==> config.mk <==
export PLATFORM = sky130hd
export DESIGN_NAME = j1_io_uart_flat
export DESIGN_NICKNAME = d
export VERILOG_FILES = /design/src/rtl/j1_io_uart_if.sv /design/src/rtl/j1_io_uart.sv /design/src/flat_wrapper.sv
export SDC_FILE = /design/constraint.sdc
export NUM_CORES = 1
export LEC_CHECK = 0
export CAP_MARGIN = 0
export CORE_MARGIN = 5
export CORE_UTILIZATION = 61
export CTS_CLUSTER_DIAMETER = 30
export DETAILED_ROUTE_END_ITERATION = 12
export PLACE_DENSITY = 0.95
export SLEW_MARGIN = 20
export SYNTH_ARGS = -nofsm -noshare
export SYNTH_HDL_FRONTEND = slang
export SYNTH_SLANG_ARGS = --single-unit
==> constraint.sdc <==
create_clock -name sys_clk_i -period 10.9 [get_ports sys_clk_i]
set_clock_uncertainty 0.15 [all_clocks]
set_input_delay 2.18 -clock sys_clk_i [delete_from_list [all_inputs] [get_ports sys_clk_i]]
set_output_delay 2.18 -clock sys_clk_i [all_outputs]
set_load 0.1 [all_outputs]
==> src/rtl/j1_io_uart_if.sv <==
// ----------------------------------------------------------------------------
// j1_io_uart_if
// J1 I/O bus as seen by one memory-mapped responder.
//   io_rd   : CPU read strobe, one cycle
//   io_wr   : CPU write strobe, one cycle (also pulses for RAM stores)
//   io_addr : byte address
//   io_dout : write data from the CPU
//   io_din  : read data to the CPU, combinational from io_addr
// Handshake: there is no valid/ready pair. A transfer happens in every cycle
// where io_rd or io_wr is high; the target never stalls, so io_din must be
// valid in the same cycle and writes take effect at that cycle's clock edge.
// ----------------------------------------------------------------------------
interface j1_io_uart_if;
    logic        io_rd;
    logic        io_wr;
    logic [31:0] io_addr;
    logic [31:0] io_dout;
    logic [31:0] io_din;

    modport master (output io_rd, output io_wr, output io_addr, output io_dout,
                    input  io_din);
    modport slave  (input  io_rd, input  io_wr, input  io_addr, input  io_dout,
                    output io_din);
endinterface

==> src/rtl/j1_io_uart.sv <==
// ----------------------------------------------------------------------------
// j1_io_uart
// Zero-wait-state UART responder on the J1 I/O bus: TX FIFO + serialiser and
// a single-entry RX holding register with sticky status flags.
// Register map (exact 32-bit address match):
//   BASE+0 DATA   W: push byte to TX FIFO   R: {24'b0, rx_data}, pops rx_valid
//   BASE+4 STATUS R: [0] tx_full [1] tx_idle [2] rx_valid [3] rx_ovr
//                    [4] frame_err [5] tx_ovf [12:8] tx_count
//                 W: 1 in bit 3/4/5 clears the matching sticky flag
//   BASE+8 BAUD   R/W [15:0], clocks per bit, writes below 4 stored as 4
// Ports:
//   sys_clk_i, sys_rst_i : clock, synchronous active-high reset
//   io                   : J1 I/O bus (slave modport)
//   uart_tx              : serial out, idle high
//   uart_rx              : serial in, asynchronous
//   o_dbg_tx_state       : current TX FSM state
//   o_dbg_rx_state       : current RX FSM state (0 when RX is not built)
// Build option: define J1_UART_RX_EN to include the receive path. Without it
// uart_rx is ignored, DATA reads 0 and STATUS bits [4:2] read 0.
// ----------------------------------------------------------------------------
module j1_io_uart #(
    parameter logic [31:0] BASE_ADDR  = 32'hF000_0000,
    parameter logic [15:0] BAUD_RESET = 16'd434,
    parameter int          TXF_LOG2   = 4
) (
    input  logic        sys_clk_i,
    input  logic        sys_rst_i,
    j1_io_uart_if.slave io,
    output logic        uart_tx,
    input  logic        uart_rx,
    output logic [1:0]  o_dbg_tx_state,
    output logic [2:0]  o_dbg_rx_state
);
    localparam int                DEPTH     = 1 << TXF_LOG2;
    localparam logic [TXF_LOG2:0] FULL_CNT  = (TXF_LOG2 + 1)'(DEPTH);
    localparam logic [31:0]       ADDR_STAT = BASE_ADDR + 32'd4;
    localparam logic [31:0]       ADDR_BAUD = BASE_ADDR + 32'd8;

    typedef enum logic [1:0] {TX_IDLE, TX_START, TX_DATA, TX_STOP} tx_state_t;

    // Bus decode; strobes are masked while reset is asserted.
    logic w_sel_data, w_sel_stat, w_sel_baud, w_wr, w_rd;
    logic w_wr_data, w_wr_stat, w_wr_baud, w_rd_data;
    assign w_sel_data = (io.io_addr == BASE_ADDR);
    assign w_sel_stat = (io.io_addr == ADDR_STAT);
    assign w_sel_baud = (io.io_addr == ADDR_BAUD);
    assign w_wr       = io.io_wr & ~sys_rst_i;
    assign w_rd       = io.io_rd & ~sys_rst_i;
    assign w_wr_data  = w_wr & w_sel_data;
    assign w_wr_stat  = w_wr & w_sel_stat;
    assign w_wr_baud  = w_wr & w_sel_baud;
    assign w_rd_data  = w_rd & w_sel_data;

    logic [15:0]         r_baud;
    logic [7:0]          r_mem [DEPTH];
    logic [TXF_LOG2-1:0] r_wptr, r_rptr;
    logic [TXF_LOG2:0]   r_count;
    logic                r_tx_ovf;
    logic                w_tx_full, w_push, w_pop, w_tx_idle;

    tx_state_t   r_tx_state, w_tx_state_nxt;
    logic [15:0] r_tx_bcnt,  w_tx_bcnt_nxt;
    logic [2:0]  r_tx_bit,   w_tx_bit_nxt;
    logic [7:0]  r_tx_shr,   w_tx_shr_nxt;
    logic        r_tx_line,  w_tx_line_nxt;

    logic       w_rx_valid, w_rx_ovr, w_rx_ferr;
    logic [7:0] w_rx_data;
    logic       w_unused;

    assign w_tx_full = (r_count == FULL_CNT);
    assign w_push    = w_wr_data & ~w_tx_full;
    assign w_tx_idle = (r_count == '0) && (r_tx_state == TX_IDLE);

    // TX next-state: every non-idle state lasts r_tx_bcnt+1 clocks; the
    // divisor is sampled only at reload, so a BAUD write never stretches a
    // bit already on the line. A FIFO entry is popped whenever START is entered.
    always_comb begin
        w_tx_state_nxt = r_tx_state;
        w_tx_bcnt_nxt  = r_tx_bcnt;
        w_tx_bit_nxt   = r_tx_bit;
        w_tx_shr_nxt   = r_tx_shr;
        w_tx_line_nxt  = r_tx_line;
        w_pop          = 1'b0;
        case (r_tx_state)
            TX_IDLE: begin
                w_tx_line_nxt = 1'b1;
                if (r_count != '0) begin
                    w_pop          = 1'b1;
                    w_tx_state_nxt = TX_START;
                    w_tx_bcnt_nxt  = r_baud - 16'd1;
                    w_tx_shr_nxt   = r_mem[r_rptr];
                    w_tx_line_nxt  = 1'b0;
                end
            end
            TX_START: begin
                if (r_tx_bcnt == 16'd0) begin
                    w_tx_state_nxt = TX_DATA;
                    w_tx_bcnt_nxt  = r_baud - 16'd1;
                    w_tx_bit_nxt   = 3'd0;
                    w_tx_line_nxt  = r_tx_shr[0];
                end else begin
                    w_tx_bcnt_nxt  = r_tx_bcnt - 16'd1;
                end
            end
            TX_DATA: begin
                if (r_tx_bcnt == 16'd0) begin
                    w_tx_bcnt_nxt = r_baud - 16'd1;
                    if (r_tx_bit == 3'd7) begin
                        w_tx_state_nxt = TX_STOP;
                        w_tx_line_nxt  = 1'b1;
                    end else begin
                        w_tx_bit_nxt  = r_tx_bit + 3'd1;
                        w_tx_shr_nxt  = {1'b0, r_tx_shr[7:1]};
                        w_tx_line_nxt = r_tx_shr[1];
                    end
                end else begin
                    w_tx_bcnt_nxt = r_tx_bcnt - 16'd1;
                end
            end
            TX_STOP: begin
                if (r_tx_bcnt == 16'd0) begin
                    if (r_count != '0) begin
                        w_pop          = 1'b1;
                        w_tx_state_nxt = TX_START;
                        w_tx_bcnt_nxt  = r_baud - 16'd1;
                        w_tx_shr_nxt   = r_mem[r_rptr];
                        w_tx_line_nxt  = 1'b0;
                    end else begin
                        w_tx_state_nxt = TX_IDLE;
                        w_tx_line_nxt  = 1'b1;
                    end
                end else begin
                    w_tx_bcnt_nxt = r_tx_bcnt - 16'd1;
                end
            end
            default: w_tx_state_nxt = TX_IDLE;
        endcase
    end

    always_ff @(posedge sys_clk_i) begin
        if (sys_rst_i) begin
            r_baud     <= BAUD_RESET;
            r_wptr     <= '0;
            r_rptr     <= '0;
            r_count    <= '0;
            r_tx_ovf   <= 1'b0;
            r_tx_state <= TX_IDLE;
            r_tx_bcnt  <= '0;
            r_tx_bit   <= '0;
            r_tx_shr   <= '0;
            r_tx_line  <= 1'b1;
        end else begin
            if (w_wr_baud)
                r_baud <= (io.io_dout[15:0] < 16'd4) ? 16'd4 : io.io_dout[15:0];
            if (w_push) r_wptr <= r_wptr + 1'b1;
            if (w_pop)  r_rptr <= r_rptr + 1'b1;
            case ({w_push, w_pop})
                2'b10:   r_count <= r_count + 1'b1;
                2'b01:   r_count <= r_count - 1'b1;
                default: r_count <= r_count;
            endcase
            if (w_wr_stat && io.io_dout[5]) r_tx_ovf <= 1'b0;
            if (w_wr_data && w_tx_full)     r_tx_ovf <= 1'b1;
            r_tx_state <= w_tx_state_nxt;
            r_tx_bcnt  <= w_tx_bcnt_nxt;
            r_tx_bit   <= w_tx_bit_nxt;
            r_tx_shr   <= w_tx_shr_nxt;
            r_tx_line  <= w_tx_line_nxt;
        end
    end

    always_ff @(posedge sys_clk_i) begin
        if (w_push) r_mem[r_wptr] <= io.io_dout[7:0];
    end

    assign uart_tx        = r_tx_line;
    assign o_dbg_tx_state = r_tx_state;

`ifdef J1_UART_RX_EN
    typedef enum logic [2:0] {RX_IDLE, RX_START, RX_DATA, RX_STOP, RX_WAIT} rx_state_t;

    logic        r_rx_s1, r_rx_s2, r_rx_prev;
    rx_state_t   r_rx_state, w_rx_state_nxt;
    logic [15:0] r_rx_bcnt,  w_rx_bcnt_nxt;
    logic [2:0]  r_rx_bit,   w_rx_bit_nxt;
    logic [7:0]  r_rx_shr,   w_rx_shr_nxt;
    logic [7:0]  r_rx_data;
    logic        r_rx_valid, r_rx_ovr, r_rx_ferr;
    logic        w_rx_store, w_rx_ferr_set;

    always_comb begin
        w_rx_state_nxt = r_rx_state;
        w_rx_bcnt_nxt  = r_rx_bcnt;
        w_rx_bit_nxt   = r_rx_bit;
        w_rx_shr_nxt   = r_rx_shr;
        w_rx_store     = 1'b0;
        w_rx_ferr_set  = 1'b0;
        case (r_rx_state)
            RX_IDLE: begin
                // Falling edge on the synchronised line; first sample is half a bit later.
                if (r_rx_prev && !r_rx_s2) begin
                    w_rx_state_nxt = RX_START;
                    w_rx_bcnt_nxt  = {1'b0, r_baud[15:1]} - 16'd1;
                end
            end
            RX_START: begin
                if (r_rx_bcnt == 16'd0) begin
                    if (r_rx_s2) begin
                        w_rx_state_nxt = RX_IDLE;
                    end else begin
                        w_rx_state_nxt = RX_DATA;
                        w_rx_bcnt_nxt  = r_baud - 16'd1;
                        w_rx_bit_nxt   = 3'd0;
                    end
                end else begin
                    w_rx_bcnt_nxt = r_rx_bcnt - 16'd1;
                end
            end
            RX_DATA: begin
                if (r_rx_bcnt == 16'd0) begin
                    w_rx_shr_nxt  = {r_rx_s2, r_rx_shr[7:1]};
                    w_rx_bcnt_nxt = r_baud - 16'd1;
                    if (r_rx_bit == 3'd7) w_rx_state_nxt = RX_STOP;
                    else                  w_rx_bit_nxt   = r_rx_bit + 3'd1;
                end else begin
                    w_rx_bcnt_nxt = r_rx_bcnt - 16'd1;
                end
            end
            RX_STOP: begin
                if (r_rx_bcnt == 16'd0) begin
                    if (r_rx_s2) begin
                        w_rx_store     = 1'b1;
                        w_rx_state_nxt = RX_IDLE;
                    end else begin
                        w_rx_ferr_set  = 1'b1;
                        w_rx_state_nxt = RX_WAIT;
                    end
                end else begin
                    w_rx_bcnt_nxt = r_rx_bcnt - 16'd1;
                end
            end
            RX_WAIT: begin
                // Bad stop bit: do not look for a new start until the line is idle.
                if (r_rx_s2) w_rx_state_nxt = RX_IDLE;
            end
            default: w_rx_state_nxt = RX_IDLE;
        endcase
    end

    always_ff @(posedge sys_clk_i) begin
        if (sys_rst_i) begin
            r_rx_s1    <= 1'b1;
            r_rx_s2    <= 1'b1;
            r_rx_prev  <= 1'b1;
            r_rx_state <= RX_IDLE;
            r_rx_bcnt  <= '0;
            r_rx_bit   <= '0;
            r_rx_shr   <= '0;
            r_rx_data  <= '0;
            r_rx_valid <= 1'b0;
            r_rx_ovr   <= 1'b0;
            r_rx_ferr  <= 1'b0;
        end else begin
            r_rx_s1    <= uart_rx;
            r_rx_s2    <= r_rx_s1;
            r_rx_prev  <= r_rx_s2;
            r_rx_state <= w_rx_state_nxt;
            r_rx_bcnt  <= w_rx_bcnt_nxt;
            r_rx_bit   <= w_rx_bit_nxt;
            r_rx_shr   <= w_rx_shr_nxt;
            if (w_wr_stat && io.io_dout[3]) r_rx_ovr  <= 1'b0;
            if (w_wr_stat && io.io_dout[4]) r_rx_ferr <= 1'b0;
            if (w_rx_ferr_set)              r_rx_ferr <= 1'b1;
            // A pop in the same cycle as a store frees the slot for the new byte.
            if (w_rx_store) begin
                if (!r_rx_valid || w_rd_data) begin
                    r_rx_data  <= r_rx_shr;
                    r_rx_valid <= 1'b1;
                end else begin
                    r_rx_ovr   <= 1'b1;
                end
            end else if (w_rd_data) begin
                r_rx_valid <= 1'b0;
            end
        end
    end

    assign w_rx_valid     = r_rx_valid;
    assign w_rx_ovr       = r_rx_ovr;
    assign w_rx_ferr      = r_rx_ferr;
    assign w_rx_data      = r_rx_data;
    assign o_dbg_rx_state = r_rx_state;
    assign w_unused       = ^io.io_dout[31:16];
`else
    assign w_rx_valid     = 1'b0;
    assign w_rx_ovr       = 1'b0;
    assign w_rx_ferr      = 1'b0;
    assign w_rx_data      = 8'h00;
    assign o_dbg_rx_state = 3'd0;
    assign w_unused       = ^{io.io_dout[31:16], uart_rx, w_rd_data};
`endif

    always_comb begin
        io.io_din = 32'h0;
        if (w_sel_data)
            io.io_din = {24'h0, w_rx_data};
        else if (w_sel_stat)
            io.io_din = {19'h0, 5'(r_count), 2'b00, r_tx_ovf, w_rx_ferr, w_rx_ovr,
                         w_rx_valid, w_tx_idle, w_tx_full};
        else if (w_sel_baud)
            io.io_din = {16'h0, r_baud};
    end
endmodule

==> src/flat_wrapper.sv <==
// flat-port wrapper written by rule: the top's interface ports become plain ports
module j1_io_uart_flat 
#(
    parameter logic [31:0] BASE_ADDR  = 32'hF000_0000,
    parameter logic [15:0] BAUD_RESET = 16'd434,
    parameter int          TXF_LOG2   = 4
)
  (sys_clk_i, sys_rst_i, uart_tx, uart_rx, o_dbg_tx_state, o_dbg_rx_state, io_io_rd, io_io_wr, io_io_addr, io_io_dout, io_io_din);
  j1_io_uart_if io_i ();
  input  logic sys_clk_i;
  input  logic sys_rst_i;
  output logic uart_tx;
  input  logic uart_rx;
  output logic [1:0] o_dbg_tx_state;
  output logic [2:0] o_dbg_rx_state;
  input wire logic [$bits(io_i.io_rd)-1:0] io_io_rd;
  input wire logic [$bits(io_i.io_wr)-1:0] io_io_wr;
  input wire logic [$bits(io_i.io_addr)-1:0] io_io_addr;
  input wire logic [$bits(io_i.io_dout)-1:0] io_io_dout;
  output wire logic [$bits(io_i.io_din)-1:0] io_io_din;
  assign io_i.io_rd = io_io_rd;
  assign io_i.io_wr = io_io_wr;
  assign io_i.io_addr = io_io_addr;
  assign io_i.io_dout = io_io_dout;
  assign io_io_din = io_i.io_din;
  j1_io_uart #(.BASE_ADDR(BASE_ADDR), .BAUD_RESET(BAUD_RESET), .TXF_LOG2(TXF_LOG2)) u_core (.sys_clk_i(sys_clk_i), .sys_rst_i(sys_rst_i), .io(io_i), .uart_tx(uart_tx), .uart_rx(uart_rx), .o_dbg_tx_state(o_dbg_tx_state), .o_dbg_rx_state(o_dbg_rx_state));
endmodule
Yosys cells after proc, flatten, opt, wreduce, memory -nomap -nowiden
Memories as Yosys holds them, arrays and structs flattened. A register that Yosys moved wholly into a read port is not among the register bits.
Index checks and enable logic that the tools add are counted.
{"block": "classes", "mux": 40, "eq_ne": 16, "n_lt_le_gt_ge": 1, "n_reduce_logical": 16, "add_sub_neg": 7, "bitwise_logic": 7}
{"operator": "32-bit == test (second input constant)", "count": 3}
{"operator": "16-bit 2-to-1 mux", "count": 5}
{"operator": "32-bit 2-to-1 mux", "count": 2}
{"operator": "16-bit one-hot mux with 3 select lines", "count": 1}
{"operator": "8-bit 2-to-1 mux", "count": 4}
{"operator": "16-bit by 1-bit subtractor with 16-bit output (second input constant)", "count": 2}
{"operator": "8-bit one-hot mux with 3 select lines", "count": 1}
{"operator": "16-bit zero test", "count": 1}
{"operator": "16-bit by 3-bit < comparator with 1-bit output (second input constant)", "count": 1}
{"operator": "1-bit 2-to-1 mux", "count": 12}
{"operator": "2-bit 2-to-1 mux", "count": 5}
{"operator": "5-bit one-hot mux with 2 select lines", "count": 1}
{"operator": "3-bit 2-to-1 mux", "count": 3}
{"operator": "4-bit by 1-bit adder with 4-bit output (second input constant)", "count": 2}
{"operator": "4-bit 2-to-1 mux", "count": 2}
{"operator": "2-bit by 1-bit != test with 1-bit output (second input constant)", "count": 4}
{"operator": "2-bit one-hot mux with 4 select lines", "count": 1}
{"operator": "4-bit AND reduction", "count": 2}
{"operator": "2-bit == test (second input constant)", "count": 3}
{"operator": "3-bit one-hot mux with 2 select lines", "count": 1}
{"operator": "2-bit nonzero test", "count": 3}
{"operator": "5-bit by 1-bit adder with 5-bit output (second input constant)", "count": 1}
{"operator": "1-bit AND", "count": 5}
{"operator": "5-bit == test (second input constant)", "count": 1}
{"operator": "16 further kinds", "count": 21}
{"block": "word_totals", "out_inout_bits": 38, "elab_cells": 98, "in_bits": 69, "mem_bits_rw": 128, "n_memories": 1, "ff_bits": 60}
{"name": "u_core.r_mem", "words": 16, "width": 8, "rd": 1, "rd_clocked_by_memory_dff": 1, "wr": 1, "line_no": "j1_io_uart.sv:55", "rtl": "logic [7:0] r_mem [DEPTH];"}

Longest topological paths before layout
Gate-level depths: netlist of run 1.
{"block": "depth", "ltp_word": 6, "depth_mapped": 15}

Least setup slack after synthesis of run 1
No wires, ideal clock.
{"block": "synth_timing", "path_kind": "input-to-output", "startpoint": "in io_io_addr[25]", "endpoint": "out io_io_din[0]", "cell_stages": 4, "setup_slack_ns": 4.029, "arrival_time_ns": 4.541, "t_required_ns": 8.570, "n_path_buf": 0, "cell_sequence": "or4b_1 > nor4_2 > nand2_1 > nor2_1"}
{"block": "synth_between", "elab_chain_len": 4}
{"item": "start, declared", "line_no": "flat_wrapper.sv:18", "rtl": "input wire logic [$bits(io_i.io_addr)-1:0] io_io_addr;"}
{"item": "32-bit == test", "line_no": "j1_io_uart.sv:46", "rtl": "assign w_sel_baud = (io.io_addr == ADDR_BAUD);"}
{"item": "16-bit 2-to-1 mux", "line_no": "j1_io_uart.sv:311", "rtl": "else if (w_sel_baud)"}
{"item": "32-bit 2-to-1 mux", "line_no": "j1_io_uart.sv:308", "rtl": "else if (w_sel_stat)"}
{"item": "32-bit 2-to-1 mux (*)", "line_no": "j1_io_uart.sv:306", "rtl": "if (w_sel_data)"}
{"item": "end, declared", "line_no": "flat_wrapper.sv:20", "rtl": "output wire logic [$bits(io_i.io_din)-1:0] io_io_din;"}
Mark *: on every way between the ends. The rest lies on a longest branch, timed or not.

Final worst setup path of run 1
{"block": "layout_timing", "startpoint": "in io_io_addr[25]", "endpoint": "out io_io_din[2]"}
Same word-level chain as after synthesis.

==> out/summary.md, run 1 <==
### Run status
• finished, final reports clean — result of the run

### Layout
• 12.7% — area growth from synthesis to layout
• 10500 sq um — Finished Cell Area
• 885 — net count reported at finish
• 5130 sq um — area taken by flip-flops and latches
• 3800 sq um — multi-input gate area in the final layout
• 933 — Filler Cell Count
• 0.126 — share of post-route cells with drive strength above 1
• 0.695 — Finished Core Util

### Placement
• 69 — quantity of I/O buffers inserted on ports
• 9980 sq um — Post-Place Cell Area
• 14.9 mm — DP Wirelength
• 0.897 — weighted congestion reported at the end of routability-driven placement
• 3410 ps — minimum setup slack after placement

### Power and ir drop
• 216 nW/um^2 — Pwr Density
• 153 uV — Max rail drop VDD
• 3.46 nW — leakage dissipation

### Setup path
• 2 — Crit path buffers/inverters
• in -> out — Worst Path Class, Setup
• u_core.o_dbg_tx_state[0] — r2r startpoint
• clkdlybuf4s50_1 -> or4b_1 -> nor4_2 -> and3_1 -> and2_2 -> clkdlybuf4s50_1 — CP cell instances
• 9 — crit-path max FO
• primary input — startpoint type of the worst setup path
• output port — kind of end point of the critical path
• io_io_addr[25] — CP Launch Point
• buffers and inverters — dominant delay contributor by cell family on the critical path
• clkdlybuf4s50_1 — library cell contributing the largest single delay on the critical path
• 8570 ps — CP Data Required Time
• 5160 ps — arrival time worst endpoint
• clkdlybuf4s50_1 — CP most frequent cell
• 1130 ps — maximum cell stage delay along the critical path

### Timing
• 0 — max-slew violation total from the final report
• 7490 ps — time the worst path needs with I/O delays and setup
• 3410 ps — final critical-path setup slack
• 134 MHz — highest achievable clock rate
• 0 ps — aggregate negative setup slack
• 0.687 — share of the clock period used by the worst path
• no — unrepaired setup endpoints after global routing
• 1050 ps — transition time at the pin with the least slew margin
• 0.300 — normalized max-slew margin
• 0 — final hold viol count
• 0 — Setup violations, final
• 333 ps — post-route worst hold slack

### Clock tree
• 70 ps — clock transition at the registers of the reported paths
• 0 — post-CTS resize count
• built — TritonCTS clock tree
• 4 — count of H-tree levels built during CTS
• 2 — buffer depth of the longest clock path
• clkbuf_16 — CTS root buffer
• 17 — number of buffers created by CTS
• 450 ps — clk_lat worst skew
• 0 — hold-fix buffer count after cts
• 0 — number of buffers added for setup after CTS
• 192 — CTS sink cnt

### Worst hold path
• reg -> reg — worst hold-check path type
• u_core.r_tx_ovf — Worst Min Path Start

### Yosys
• edfxtp_1 (41%), dfxtp_1 (14%), mux4_2 (9.6%) — biggest area contributors in the synthesized netlist
• 128 — number of enable flip-flop cells after synthesis
• 0 — synth warn
• 751 — Synth Instances
• 0.411 — fraction of synthesized cell area taken by the top area cell type
• 9350 sq um — post-synthesis instance area
• 78 — post-synthesis cell type count
• 0.548 — fraction of the yosys area taken by sequential cells
• edfxtp_1 — most area-hungry cell type in the Yosys netlist
• edfxtp_1 — Primary FF master, synth
• 12.4 sq um — Mean Syn Cell Area
• 192 — flip-flop and latch count after synthesis
• 0 — share of async-settable or async-resettable flops after synthesis

### Detailed routing
• 792 — DRT iter0 DRCs
• 22.7 mm — Final Routed Wirelength
• 0 — DRC Markers
• 22.7 um — average wire per standard cell
• 6.62 — vias per std cell
• 0 — count of antenna-violating nets left after detailed routing
• 6630 — total vias in the final route
• 6 — DR pass1 iterations

### Global route
• 6405 — via count of the first global-routing pass
• 0 — total global routing overflow
• 1 — number of antenna violations at the first check in global routing
• 0.253 — overall track demand over capacity in global routing
• 35.0 mm — global-route wire length before repair
• 71 — largest net degree at the start of global routing

### Floorplan
• 45 — site row count
• 17900 sq um — Die ar.
• 0.617 — Initial Util
• 107 — I/O pin count
• 134 um — die span in x
• 134 um — die extent in y
• 15100 sq um — core area

### Flow run
• 0 — max cap viols

report_power, final:
| group | total (mW) | internal (mW) | switching [mW] |
|---|---|---|---|
| sequential | 0.861 | 0.812 | 0.0496 |
| combinational | 0.821 | 0.298 | 0.523 |
| clock | 0.593 | 0.301 | 0.292 |
routing by layer:
| layer | global-route usage | share of wire |
|---|---|---|
| met4 | 0.0983 | 0.029 |
| met2 | 0.439 | 0.52 |
| met5 | 0 | 0 |
| met1 | 0.317 | 0.37 |
| met3 | 0.0450 | 0.085 |
layout make-up:
class / instances / share of cell area
antenna: 1 / 0.000238
clock buffer: 18 / 0.0407
clock inverter: 14 / 0.0115
inverter: 18 / 0.00641
multi-input combinational: 493 / 0.361
sequential: 192 / 0.487
tap: 188 / 0.0223
timing repair buffer: 77 / 0.0708
final timing paths:
path	endpoint	slack [ps]	depth (start not counted)
max reg2reg	u_core.r_count[4]	6570	13
max	io_io_din[2]	3410	6
min	u_core.r_tx_ovf	330	2
min reg2reg	u_core.r_tx_ovf	330	2
flip-flops by register name, indices dropped and copies added (netlist names), named ones only:
name	flops
u_core.r_mem	128
u_core.r_baud	16
u_core.r_tx_bcnt	16
u_core.r_tx_shr	8
u_core.r_count	5
u_core.r_rptr	4
u_core.r_wptr	4
u_core.r_tx_bit	3
u_core.o_dbg_tx_state	2
u_core.r_tx_ovf	1
u_core.uart_tx	1
worst register-to-register path: cells and delay by family (launching register included):
kind	cells	cell delay (ps)
buffers and inverters	2	390
multiplexers	1	370
AND/OR/NAND/NOR	1	130
AO/OA/AOI/OAI	5	1290
flip-flops	1	460
XOR/XNOR	1	220
adder cells (fa/ha/maj)	3	1210
cell families (layout without fill, tap and decap cells):
family | Yosys count | after routing | share of synthesized area
mux | 64 | 64 | 0.123
flops | 192 | 192 | 0.548
simple gates | 233 | 233 | 0.131
other cells | 1 | 20 | 0.000401
fa+ha+maj | 17 | 17 | 0.0228
xor+xnor | 33 | 33 | 0.0317
buf+inv | 84 | 127 | 0.0521
compound gates | 127 | 127 | 0.0917
synthesized netlist by cell type (all sizes together), types with 5 or more instances:
cell	instances
a211oi	6
a21oi	29
a22oi	10
a311oi	10
a31oi	5
and2	9
buf	36
clkbuf	29
dfxtp	64
edfxtp	128
ha	17
inv	18
mux2i	20
mux4	40
nand2	38
nand2b	5
nand3	9
nand4	6
nand4b	5
nor2	94
nor3	18
nor4	16
o21ai	26
o22ai	9
or4	8
xnor2	8
xor2	25
through the flow:
step | std cells | power [mW]
5_1_grt | 1001 | 2.38
3_3_place_gp | 968 | 1.63
3_5_place_dp | 968 | 1.66
6_report | 1001 | 2.28
2_1_floorplan | 769 | 1.53
4_1_cts | 1000 | 2.26
placed cells by master, fill, tap and decap left out, types with 17 or more instances in the layout:
| cell type | instances |
|---|---|
| nor2_1 | 93 |
| nor3_1 | 17 |
| o21ai_0 | 17 |
| ha_1 | 17 |
| nand2_1 | 37 |
| a21oi_1 | 28 |
| edfxtp_1 | 128 |
| xor2_1 | 24 |
| dfxtp_1 | 63 |
| mux2i_1 | 20 |
| clkdlybuf4s50_1 | 68 |
| mux4_2 | 40 |
| clkbuf_16 | 17 |
| conb_1 | 19 |
(Power assumes the default switching activity.)
==> inputs of run 2 (changes only) <==
--- a/config.mk
+++ b/config.mk
@@ -7,10 +7,10 @@
 export LEC_CHECK = 0
 export CAP_MARGIN = 0
 export CORE_MARGIN = 5
-export CORE_UTILIZATION = 61
+export CORE_UTILIZATION = 51
 export CTS_CLUSTER_DIAMETER = 30
 export DETAILED_ROUTE_END_ITERATION = 12
-export PLACE_DENSITY = 0.95
+export PLACE_DENSITY = 0.85
 export SLEW_MARGIN = 20
 export SYNTH_ARGS = -nofsm -noshare
 export SYNTH_HDL_FRONTEND = slang
==> constraint.sdc (replaced) <==
create_clock -name sys_clk_i -period 6.8 [get_ports sys_clk_i]
set_clock_uncertainty 0.15 [all_clocks]
set_input_delay 1.36 -clock sys_clk_i [delete_from_list [all_inputs] [get_ports sys_clk_i]]
set_output_delay 1.36 -clock sys_clk_i [all_outputs]
set_load 0.1 [all_outputs]
==> run 2 against run 1 <==
Effect of this change:
- design area grew 0.46%
- global-route usage decreased by 5.3 points
- non-clock buffer count grew 2
- die area grew 18%
- setup slack lost 1700 ps
- worst hold slack improved by 9.7 ps
- via count down 3.5%
==> out/summary.md, run 2 (same netlist as run 1, synthesis figures left out) <==
### Floorplan
• 21100 sq um — Die ar., +18%
• 107 — I/O pin count, unchanged
• 145 um — die extent in y, +8.7%
• 0.519 — Initial Util, -0.0986
• 145 um — die span in x, +8.7%
• 49 — site row count, +8.9%
• 18000 sq um — core area, +19%

### Setup path
• u_core.o_dbg_tx_state[0] — r2r startpoint
• or4b_1 — library cell contributing the largest single delay on the critical path
• 530 ps — maximum cell stage delay along the critical path, -600 ps
• 9 — crit-path max FO, unchanged
• clkdlybuf4s50_1 -> or4b_1 -> nor4_2 -> and3_1 -> and2_1 -> buf_4 — CP cell instances
• 2790 ps — Worst R2R Setup Slack, -3780 ps
• in -> out — Worst Path Class, Setup
• output port — kind of end point of the critical path
• 13 — worst reg-to-reg path cell count, unchanged
• primary input — startpoint type of the worst setup path
• u_core.r_count[4] — Crit Reg-Reg Endpoint
• 5290 ps — CP Data Required Time, -3280 ps
• 3550 ps — arrival time worst endpoint, -1610 ps

### Layout
• u_core.r_mem — largest reg by FF count
• 0.146 — share of post-route cells with drive strength above 1, +0.0206
• 887 — net count reported at finish, +0.23%
• u_core.r_mem: 128 flops, u_core.r_baud: 16 flops, u_core.r_tx_bcnt: 16 flops — registers with the highest flip-flop counts
• 1043 — post-route non-filler standard cell count, +4.2%
• 0 — Diodes inserted, -1
• 1377 — Filler Cell Count, +48%
• 13.2% — area growth from synthesis to layout
• 128 — max reg flops, unchanged
• edfxtp_1 (128), nor2_1 (93), dfxtp_1 (63) — leading cell types in the layout, fill and taps excluded
• edfxtp_1 — leading cell type in the layout, fill and taps excluded

### Detailed routing
• 1.45 mm — met3 wire len, -25%
• 0 — count of antenna-violating nets left after detailed routing, unchanged
• 6401 — total vias in the final route, -3.5%
• 21.4 mm — Final Routed Wirelength, -5.6%
• 5 — DR pass1 iterations, -1
• 0 — DRC Markers, unchanged
• 6.14 — vias per std cell, -7.3%
• 498 — DRT iter0 DRCs, -37%
• 20.5 um — average wire per standard cell, -9.4%
• 8.59 mm — wire length on met1, +3.3%
• met4 — Max Used Layer
• 11.1 mm — met2 layer wire length in the routed design, -5.9%

### Placement
• 69 — quantity of I/O buffers inserted on ports, unchanged
• 0.870 — weighted congestion reported at the end of routability-driven placement, -3.0%
• 14.3 mm — DP Wirelength, -3.9%
• 1011 — placed cell count, +4.4%

### Run status
• finished, final reports clean — result of the run

### Power and ir drop
• 2.27 mW — internal portion of total power, +61%
• 0.378 — sequential cell fraction of total power, about the same
• 345 nW/um^2 — Pwr Density, +59%
• 371 uV — Max rail drop VDD, +140%
• 0.356 — combinational group share of total power, -0.005
• 3.65 mW — Tot Pwr, +60%
• 0.266 — clock network power share, +0.005
• 1.38 mW — switching power, +59%
• 3.50 nW — leakage dissipation, +1.2%
• 0.378 — proportion of total power due to net switching, -0.00237

### Timing
• 996 ps — transition time at the pin with the least slew margin, -49.2 ps
• 0 — final hold viol count, unchanged
• 5060 ps — time the worst path needs with I/O delays and setup
• 0 — max-slew violation total from the final report, unchanged
• 198 MHz — highest achievable clock rate
• 0.744 — share of the clock period used by the worst path
• 0 ps — aggregate negative setup slack, unchanged
• 343 ps — post-route worst hold slack, +9.71 ps
• 0 — Setup violations, final, unchanged
• 0.333 — normalized max-slew margin, +0.0329
• no — unrepaired setup endpoints after global routing

### Global route
• 0 — number of antenna violations at the first check in global routing, -1
• 0.200 — overall track demand over capacity in global routing, -0.0529
• 0 — total global routing overflow, unchanged
• 70 — largest net degree at the start of global routing, -1.4%
• 6193 — via count of the first global-routing pass, -3.3%
• 33.8 mm — global-route wire length before repair, -3.4%

### Clock tree
• 2 — buffer depth of the longest clock path, unchanged
• 192 — CTS sink cnt, unchanged
• 440 ps — clk_lat worst skew, about the same
• 17 — number of buffers created by CTS, unchanged
• 0 — number of buffers added for setup after CTS, unchanged
• 70 ps — clock transition at the registers of the reported paths, about the same
• 4 — count of H-tree levels built during CTS, unchanged
• built — TritonCTS clock tree
• 0 — hold-fix buffer count after cts, unchanged
• clkbuf_16 — CTS root buffer
• 0 — post-CTS resize count, unchanged

### Flow run
• 0 — max cap viols, unchanged

### Worst hold path
• u_core.r_tx_shr[7] — Worst Min Path Start
• reg -> reg — worst hold-check path type
• 2 — number of cells traversed by the worst hold path, unchanged
• u_core.r_tx_shr[7] — Worst Hold Path EP

## run 2: cell types whose count changed in the layout (fill, tap and decap cells not counted)
cell,change
buf_4,+18
clkbuf_1,+1
clkdlybuf4s50_1,-16
clkinv_2,-2
clkinv_8,+3
clkinvlp_4,+2
diode_2,-1
inv_6,-5
inv_8,+1
## run 2: worst max-delay path, delay by kind of cell
kind	cells	cell delay [ps]
buf+inv	2	690
simple gates	4	1500
## run 2: how the worst max path moves through the flow
stage | from | end | slack, ps | cells past startpoint
after floorplan | io_io_addr[25] | io_io_din[0] | 1570 | 4
after global placement | io_io_addr[25] | u_core.r_count[4] | 1630 | 13
after detailed placement | io_io_addr[25] | u_core.r_count[4] | 1560 | 13
after CTS | io_io_addr[25] | io_io_din[2] | 1750 | 6
after global routing | io_io_addr[25] | io_io_din[6] | 1620 | 6
final | io_io_addr[25] | io_io_din[6] | 1740 | 6
## run 2: final cells by class
type	count	area, sq um	share of cell area
sequential	192	5130	0.484
multi-input combinational	493	3800	0.360
timing repair buffer	79	721	0.0681
clock buffer	19	433	0.0409
tap	229	287	0.0271
clock inverter	13	143	0.0135
inverter	18	67.6	0.00639
## run 2: per-stage QoR
step | setup WS (ps) | util | instance area, sq um
after floorplan | 1570 | - | 9420
after global placement | 1630 | 0.555 | 10000
after detailed placement | 1560 | 0.555 | 10000
after CTS | 1750 | 0.587 | 10600
after global routing | 1620 | 0.587 | 10600
final | 1740 | 0.587 | 10600
## run 2: power groups by stage
stage	combinational (mW)	clock (mW)	sequential [mW]
final	1.30	0.971	1.38
after global routing	1.42	1.03	1.38
after global placement	1.23	0	1.40
after CTS	1.28	0.975	1.37
after floorplan	1.03	0	1.41
after detailed placement	1.26	0	1.40
## run 2: routing by layer
layer / GRT usage / up-vias
met3: 0.0458 / 27
met2: 0.335 / 258
met5: 0 / -
met4: 0.0485 / 0
met1: 0.267 / 3204
li1: - / 2912
